===== config.mk =====
export PLATFORM = sky130hd
export DESIGN_NAME = mem_arbiter
export DESIGN_NICKNAME = d
export VERILOG_FILES = /design/src/rtl/npc_mem_pkg.sv /design/src/rtl/mem_arbiter.sv
export SDC_FILE = /design/constraint.sdc
export NUM_CORES = 1
export LEC_CHECK = 0
export ABC_AREA = 1
export BUFFER_PORTS_ARGS = -buffer_cell sky130_fd_sc_hd__buf_4
export CAP_MARGIN = 40
export CELL_PAD_IN_SITES_DETAIL_PLACEMENT = 2
export CELL_PAD_IN_SITES_GLOBAL_PLACEMENT = 2
export CORE_AREA = 2 2 209 211
export CTS_CLUSTER_DIAMETER = 30
export DETAILED_ROUTE_END_ITERATION = 6
export DIE_AREA = 0 0 211 213
export PLACE_DENSITY = 0.76
export SYNTH_ARGS = -nofsm -noshare
export SYNTH_HDL_FRONTEND = slang
export SYNTH_SLANG_ARGS = --single-unit

===== constraint.sdc =====
create_clock -name clk -period 1.8 [get_ports clk]
set_clock_uncertainty 0.05 [all_clocks]
set_input_delay 0.09 -clock clk [delete_from_list [all_inputs] [get_ports clk]]
set_output_delay 0.09 -clock clk [all_outputs]
set_load 0.02 [all_outputs]

===== src/rtl/npc_mem_pkg.sv =====
// Shared types and defaults for the core's memory-port logic: bus owners,
// arbiter FSM states and default bus widths.
package npc_mem_pkg;

   localparam int ADDR_W_DEF = 64;
   localparam int DATA_W_DEF = 64;

   typedef enum logic {
      OWN_IF = 1'b0,
      OWN_LS = 1'b1
   } owner_e;

   typedef enum logic [1:0] {
      IDLE = 2'd0,
      REQ  = 2'd1,
      WAIT = 2'd2
   } arb_state_e;

endpackage


===== src/rtl/mem_arbiter.sv =====
// Single-outstanding arbiter sharing one memory port between instruction fetch
// and the load/store unit; LS has priority, with a starvation guard for IF.
module mem_arbiter
   import npc_mem_pkg::*;
#(
   parameter int ADDR_W     = ADDR_W_DEF,
   parameter int DATA_W     = DATA_W_DEF,
   parameter int STARVE_LIM = 2
) (
   input  logic                clk,
   input  logic                rst,
   input  logic                if_req_valid,
   output logic                if_req_ready,
   input  logic [ADDR_W-1:0]   if_addr,
   output logic                if_rsp_valid,
   output logic [DATA_W-1:0]   if_rdata,
   input  logic                ls_req_valid,
   output logic                ls_req_ready,
   input  logic [ADDR_W-1:0]   ls_addr,
   input  logic                ls_wen,
   input  logic [DATA_W-1:0]   ls_wdata,
   input  logic [DATA_W/8-1:0] ls_wmask,
   output logic                ls_rsp_valid,
   output logic [DATA_W-1:0]   ls_rdata,
   output logic                mem_req_valid,
   input  logic                mem_req_ready,
   output logic [ADDR_W-1:0]   mem_addr,
   output logic                mem_wen,
   output logic [DATA_W-1:0]   mem_wdata,
   output logic [DATA_W/8-1:0] mem_wmask,
   input  logic                mem_rsp_valid,
   input  logic [DATA_W-1:0]   mem_rdata
);

   localparam int         MASK_W = DATA_W / 8;
   localparam logic [3:0] LIM    = 4'(STARVE_LIM);

   arb_state_e        state_q, state_d;
   owner_e            owner_q, owner_d;
   logic [3:0]        starve_cnt_q, starve_cnt_d;
   logic [ADDR_W-1:0] addr_q, addr_d;
   logic              wen_q, wen_d;
   logic [DATA_W-1:0] wdata_q, wdata_d;
   logic [MASK_W-1:0] wmask_q, wmask_d;
   logic              ls_wins;

   // IF takes a tie only once it has lost STARVE_LIM grants in a row.
   assign ls_wins = ls_req_valid && !(if_req_valid && (starve_cnt_q == LIM));

   always_comb begin
      state_d       = state_q;
      owner_d       = owner_q;
      starve_cnt_d  = starve_cnt_q;
      addr_d        = addr_q;
      wen_d         = wen_q;
      wdata_d       = wdata_q;
      wmask_d       = wmask_q;
      if_req_ready  = 1'b0;
      ls_req_ready  = 1'b0;
      mem_req_valid = 1'b0;
      if_rsp_valid  = 1'b0;
      ls_rsp_valid  = 1'b0;

      // Handshakes are suppressed while reset is held so outputs read 0 then.
      if (!rst) begin
         case (state_q)
            IDLE: begin
               if (if_req_valid || ls_req_valid) begin
                  state_d = REQ;
                  if (ls_wins) begin
                     ls_req_ready = 1'b1;
                     owner_d      = OWN_LS;
                     addr_d       = ls_addr;
                     wen_d        = ls_wen;
                     wdata_d      = ls_wdata;
                     wmask_d      = ls_wmask;
                     if (if_req_valid && (starve_cnt_q < LIM)) begin
                        starve_cnt_d = starve_cnt_q + 4'd1;
                     end
                  end else begin
                     if_req_ready = 1'b1;
                     owner_d      = OWN_IF;
                     addr_d       = if_addr;
                     wen_d        = 1'b0;
                     wdata_d      = '0;
                     wmask_d      = '0;
                     starve_cnt_d = 4'd0;
                  end
               end
            end
            REQ: begin
               mem_req_valid = 1'b1;
               if (mem_req_ready) begin
                  state_d = WAIT;
               end
            end
            WAIT: begin
               if (mem_rsp_valid) begin
                  state_d      = IDLE;
                  if_rsp_valid = (owner_q == OWN_IF);
                  ls_rsp_valid = (owner_q == OWN_LS);
               end
            end
            default: begin
               state_d = IDLE;
            end
         endcase
      end
   end

   always_ff @(posedge clk) begin
      if (rst) begin
         state_q      <= IDLE;
         owner_q      <= OWN_IF;
         starve_cnt_q <= 4'd0;
         addr_q       <= '0;
         wen_q        <= 1'b0;
         wdata_q      <= '0;
         wmask_q      <= '0;
      end else begin
         state_q      <= state_d;
         owner_q      <= owner_d;
         starve_cnt_q <= starve_cnt_d;
         addr_q       <= addr_d;
         wen_q        <= wen_d;
         wdata_q      <= wdata_d;
         wmask_q      <= wmask_d;
      end
   end

   assign mem_addr  = addr_q;
   assign mem_wen   = wen_q;
   assign mem_wdata = wdata_q;
   assign mem_wmask = wmask_q;
   assign if_rdata  = if_rsp_valid ? mem_rdata : '0;
   assign ls_rdata  = ls_rsp_valid ? mem_rdata : '0;

endmodule


==> impl_metrics.py, run 1 <==
metrics = {
    "drt": {
        "drt_pre_antenna_iters": 4,
        "drc_errors": 0,
        "wl_per_cell_um": 25.2,
        "top_layer": "met4",
        "vias": 10574,
        "initialDrtViolationCount": 424,
        "met3_length_um": 3340,
        "vias_per_cell": 4.43,
        "ant_nets": 0,
        "dr_wl_met2_um": 33700,
        "routedLengthMet1_um": 20000,
        "wl_um": 60300,
    },
    "floorplanning": {
        "start_util": 0.158,
        "core_mm2": 0.0427,
        "rows": 76,
        "die_h_um": 213,
        "io_pins": 541,
        "fp.dieW_um": 211,
        "dieArea_mm2": 0.0449,
    },
    "setup_path": {
        "crit_required_ns": 1.66,
        "cp_common_cell": "nor2_2",
        "cp.arrival_ns": 1.84,
        "crit_path_start": "state_q[0]",
        "worstSetupStartpointType": "flop",
        "r2r-start": "starve_cnt_q[0]",
        "cp_slowest_cell": "dfxtp_1",
        "criticalPathCategory": "flop to output port",
        "crit_path_max_fanout": 16,
        "slowest_delay_ns": 0.37,
        "critPathCaptureType": "output port",
        "crit_chain": "nor2_2, nand2_2, nor2_4, inv_8, buf_16, nor2_2, buf_6",
    },
    "run_status": {
        "violations": "setup timing",
        "status": "complete, but fails checks",
    },
    "cells_and_area": {
        "drive_above_1_share": 0.506,
        "fin_nets": 2093,
        "syn2layout_area_growth_pct": 145,
        "finish.utilization": 0.388,
    },
    "timing": {
        "setup_ws_ns": -0.181,
        "hold_viol_final": 0,
        "rsz0062_at_grt": "true",
        "fin_crit_sh": 1.10,
        "worstMarginPinSlew_ns": 0.792,
        "slew_headroom": 0.472,
        "whs_ns": 0.0258,
        "setup_viol": 146,
        "fmaxAchievable_ghz": 0.505,
        "drv_slew": 0,
        "fin_crit_ns": 1.98,
    },
    "yosys": {
        "ys_ff_latch": 144,
        "syn_inst": 1049,
        "synth_edf_count": 0,
        "syn_nets": 1322,
        "async_reset_ff_frac": 0,
        "ys_types": 25,
        "synth_area_mm2": 0.00676,
        "ys.flop_type": "dfxtp_1",
        "avgSynthCellArea_um2": 6.44,
        "seq_area_frac_synth": 0.427,
        "yosysWarnings": 0,
    },
    "place": {
        "dp_hpwl_um": 32400,
        "port_buffers": 540,
        "gp_congestion": 0.793,
    },
    "clock_network": {
        "h-tree-depth": 4,
        "cts_tree": "built",
        "clock_sinks": 144,
        "clkLatencyLatePin_ns": 0.44,
        "cts_buffers": 17,
        "clk_pin_slew_ns": 0.07,
        "cts_root_buf": "clkbuf_16",
        "cts_buffer_depth": 2,
    },
    "global_routing": {
        "grt_pass1_wl_um": 77300,
        "antenna_found_initial": 9,
        "grt_pass1_vias": 11959,
        "overflow": 0,
        "grt_max_degree": 87,
        "grt_usage": 0.235,
    },
    "min_path": {
        "hold_path.class": "primary input to flop",
        "min-delay-start": "ls_addr[40]",
    },
    "power_and_ir_drop": {
        "leakagePower_nw": 8.10,
        "peakVddDrop_mv": 0.661,
        "power_mw": 10.8,
        "p_per_area_mw_per_mm2": 653,
    },
    "job": {
        "maxCapViolCount": 0,
    },
}
synth_stat cells (7+ instances only):
master    number  area (µm²)
clkbuf_1      12        45.0
nand4_1       18         113
nand2_2       11        68.8
dfxtp_1      144        2880
buf_2         37         185
buf_1          7        26.3
a21oi_1       77         385
buf_6         10         113
nor2_1       133         499
inv_1         87         327
nand2_1      437        1640
nand3_1       52         260
worst max-delay path, delay by kind of cell (launching register included):
family / cells / cell delay [ns]
buffers and inverters: 3 / 0.44
flip-flops: 1 / 0.37
AND/OR/NAND/NOR: 4 / 0.56
what timing repair did:
action / in CTS / in global routing
resized for setup: 284 / 212
hold buffers: 206 / 0
setup endpoints to repair: 132 / 220
hold endpoints to repair: 143 / 0
buffers inserted: 11 / 17
cloned: 12 / 12
pin swaps: 8 / 64
routing by layer:
metal	vias up	track usage
met5	-	0
met4	0	0.136
met3	140	0.0549
met2	452	0.467
met1	5229	0.216
li1	4753	-
layout by cell type, fill, tap and decap left out, types with 36 or more instances in the layout:
cell,Yosys,routed
a21oi_1,77,36
a21oi_2,0,38
buf_4,1,487
buf_6,10,86
dfxtp_1,144,141
dlygate4sd3_1,0,206
inv_1,87,82
nand2_1,437,349
nand2_2,11,58
nand2_4,4,44
nand3_1,52,51
nor2_2,0,52
nor2_4,4,69
flip-flops by register name, indices dropped and copies added, names as in the netlist:
register and count:
mem_addr 64, mem_wdata 64, mem_wen 1, mem_wmask 8
owner_q 1, starve_cnt_q 4, state_q 2
power by group:
| group | total [mW] | internal, mW | switching, mW |
|---|---|---|---|
| Sequential | 3.60 | 3.43 | 0.174 |
| Clock | 3.72 | 1.99 | 1.73 |
| Combinational | 3.51 | 1.60 | 1.91 |
| Total | 10.8 | 7.02 | 3.81 |
cells by family after synthesis:
logic type,after synthesis,synth area share
buf+inv,159,0.109
simple gates,663,0.399
compound gates,80,0.0602
flops,144,0.427
xor+xnor,1,0.00130
fa+ha+maj,2,0.00370
stage by stage:
step	instances	setup WS [ns]	instance area [µm²]	TNS [ns]
after floorplan	1049	0.117	6760	0
after global placement	2090	0.120	11400	0
after detailed placement	2090	0.0328	11400	0
after CTS	2351	-0.137	15400	-13.08
after global routing	2388	-0.262	16600	-30.23
final	2389	-0.181	16600	-13.75
cell type report:
type,instances,area [µm²]
clock buffer,18,439
multi-input combinational,746,4390
timing repair buffer,820,7650
fill,4706,26100
tap,546,683
clock inverter,14,144
sequential,144,2890
antenna,10,25.0
inverter,91,364
worst paths after layout:
path	endpoint	slack (ns)	depth (start not counted)
worst min register to register	mem_wdata[3]	0.43	2
worst max-delay path	if_rdata[49]	-0.18	7
worst max register to register	mem_wdata[20]	-0.07	13
worst min-delay path	mem_addr[40]	0.03	5
Note: power is estimated with default switching activity, not from simulation.
==> run 2: changes to the inputs <==
--- a/config.mk
+++ b/config.mk
@@ -15,6 +15,7 @@
 export DETAILED_ROUTE_END_ITERATION = 6
 export DIE_AREA = 0 0 211 213
 export PLACE_DENSITY = 0.76
+export REMOVE_ABC_BUFFERS = 1
 export SYNTH_ARGS = -nofsm -noshare
 export SYNTH_HDL_FRONTEND = slang
 export SYNTH_SLANG_ARGS = --single-unit
==> run 2 against run 1 <==
Net effect: the run still ends with setup timing left; critical path depth up 6; hold slack better by 0.0089 ns; cell count up 0.92%; via count is 0.36% lower; non-clock buffer count increased by 10; count of clock-buffer cells in the layout increased by 4; die area unchanged; first-iteration DRC count is 4.0% lower; register-to-register slack got worse by 0.04 ns; sequential share of layout area is 0.81 points higher; routed wire length down 3.4%; critical path type is now flop to flop.
==> impl_metrics.py, run 2 (synthesis gave the netlist of run 1 again) <==
metrics = {
    "run_status": {
        "status": "complete, but fails checks",
        "violations": "setup timing",
    },
    "timing": {
        "drv_slew": 0,
        "final.setup.tns_ns": -4.85,
        "slew_headroom": 0.345,
        "fmaxAchievable_ghz": 0.523,
        "setup_ws_ns": -0.113,
        "fin_crit_ns": 1.91,
        "fin_crit_sh": 1.06,
        "setup_viol": 124,
        "hold_viol_final": 0,
        "rsz0062_at_grt": "true",
        "worstMarginPinSlew_ns": 0.982,
    },
    "setup_path": {
        "cp_slowest_cell": "dfxtp_2",
        "crit_path_max_fanout": 8,
        "cpLargestDelayFamily": "buffers and inverters",
        "crit_chain": "inv_2, ha_4, nand2_2, inv_2, nand2_4, nand2_4, nor2_4, buf_6, buf_12, buf_12, buf_4, nand2_1, a21oi_1",
        "crit_buf_inv": 6,
        "critPathCaptureType": "flop",
        "crit_required_ns": 2.09,
        "worstSetupStartpointType": "flop",
        "slowest_delay_ns": 0.35,
        "criticalPathCategory": "flop to flop",
        "cp.arrival_ns": 2.21,
    },
    "place": {
        "dp_hpwl_um": 31900,
        "dp.cells": 2094,
        "dpl_cell_area_mm2": 0.0115,
        "gp_congestion": 0.783,
        "port_buffers": 540,
    },
    "drt": {
        "vias": 10536,
        "drt_pre_antenna_iters": 4,
        "wl_per_cell_um": 24.2,
        "wl_um": 58200,
        "ant_nets": 0,
        "drc_errors": 0,
        "initialDrtViolationCount": 407,
        "vias_per_cell": 4.37,
    },
    "global_routing": {
        "antenna_found_initial": 21,
        "grt_usage": 0.226,
        "grt_pass1_vias": 12023,
        "grt_max_degree": 78,
        "overflow": 0,
        "grt_pass1_wl_um": 75000,
    },
    "cells_and_area": {
        "layout_commonest_cell": "buf_4",
        "syn2layout_area_growth_pct": 135,
        "layout.cells.non_filler": 2411,
        "fin_nets": 2103,
        "finish.utilization": 0.372,
        "fillerInstances": 4776,
        "stdcell_area_mm2": 0.0159,
        "layout_common_cells": "525 x buf_4, 384 x nand2_1, 206 x dlygate4sd3_1",
        "drive_above_1_share": 0.457,
    },
    "clock_network": {
        "clk_pin_slew_ns": 0.07,
        "clkLatencyLatePin_ns": 0.45,
        "cts_root_buf": "clkbuf_16",
        "h-tree-depth": 4,
        "cts_buffers": 17,
        "cts_tree": "built",
        "clock_sinks": 144,
        "cts_buffer_depth": 2,
    },
    "power_and_ir_drop": {
        "leakagePower_nw": 7.93,
        "p_per_area_mw_per_mm2": 668,
        "peakVddDrop_mv": 0.626,
    },
    "floorplanning": {
        "core_mm2": 0.0427,
        "fp.dieW_um": 211,
        "rows": 76,
        "io_pins": 541,
        "start_util": 0.158,
        "dieArea_mm2": 0.0449,
        "die_h_um": 213,
    },
    "job": {
        "maxCapViolCount": 0,
    },
    "min_path": {
        "hold_path.class": "primary input to flop",
    },
}
## run 2: per-stage QoR
| stage | power [mW] | setup slack, ns | hold slack [ns] |
|---|---|---|---|
| final | 10.6 | -0.113 | 0.0347 |
| after global placement | 5.93 | 0.0841 | 0.233 |
| after global routing | 11.0 | -0.191 | 0.0640 |
| after CTS | 10.1 | -0.129 | 0.0400 |
| after floorplan | 4.58 | -1.42 | 0.109 |
| after detailed placement | 6.01 | -0.0158 | 0.243 |
## run 2: per-layer routing
layer,GRT usage,up-vias,share of wire
li1,-,4780,-
met1,0.207,5175,0.33
met2,0.434,451,0.56
met3,0.0597,128,0.057
met4,0.151,2,0.055
met5,0.00445,-,0.00022
## run 2: area by class of cell
| class | instances | area, µm² | share of cell area |
|---|---|---|---|
| Multi-Input combinational cell | 746 | 3800 | 0.240 |
| Tap cell | 546 | 683 | 0.0430 |
| Timing Repair Buffer | 830 | 7510 | 0.474 |
| Clock buffer | 22 | 484 | 0.0305 |
| Antenna cell | 22 | 55.1 | 0.00347 |
| Sequential cell | 144 | 2890 | 0.182 |
| Inverter | 91 | 354 | 0.0223 |
| Clock inverter | 10 | 83.8 | 0.00528 |
## run 2: worst reg2reg max path, cell delays in order, from the launching register on
cell and delay, ns:
dfxtp_2 0.35, inv_2 0.06, ha_4 0.15, nand2_2 0.05, inv_2 0.05, nand2_4 0.06
nand2_4 0.07, nor2_4 0.10, buf_6 0.12, buf_12 0.13, buf_12 0.14, buf_4 0.11
nand2_1 0.08, a21oi_1 0.28
## run 2: power by group
group	internal [mW]	leakage [nW]	switching (mW)
Clock	2.04	0.282	1.59
Sequential	3.43	1.18	0.177
Combinational	1.58	6.46	1.78
Total	7.05	7.93	3.55
## run 2: repair_timing
action / CTS / global route
pin swaps: 9 / 28
endpoints found under the setup margin: 133 / 212
setup buffers: 19 / 20
hold endpoints to repair: 141 / 0
gates cloned: 5 / 13
hold buffers: 206 / 0
gates resized for setup: 139 / 152
## run 2: final timing paths
| kind | slack (ns) | to | cells past startpoint | from |
|---|---|---|---|---|
| max | -0.11 | mem_wdata[4] | 13 | starve_cnt_q[0] |
| min | 0.03 | mem_wdata[57] | 3 | rst |
| max reg2reg | -0.11 | mem_wdata[4] | 13 | starve_cnt_q[0] |
| min reg2reg | 0.42 | mem_wdata[30] | 2 | mem_wdata[30] |
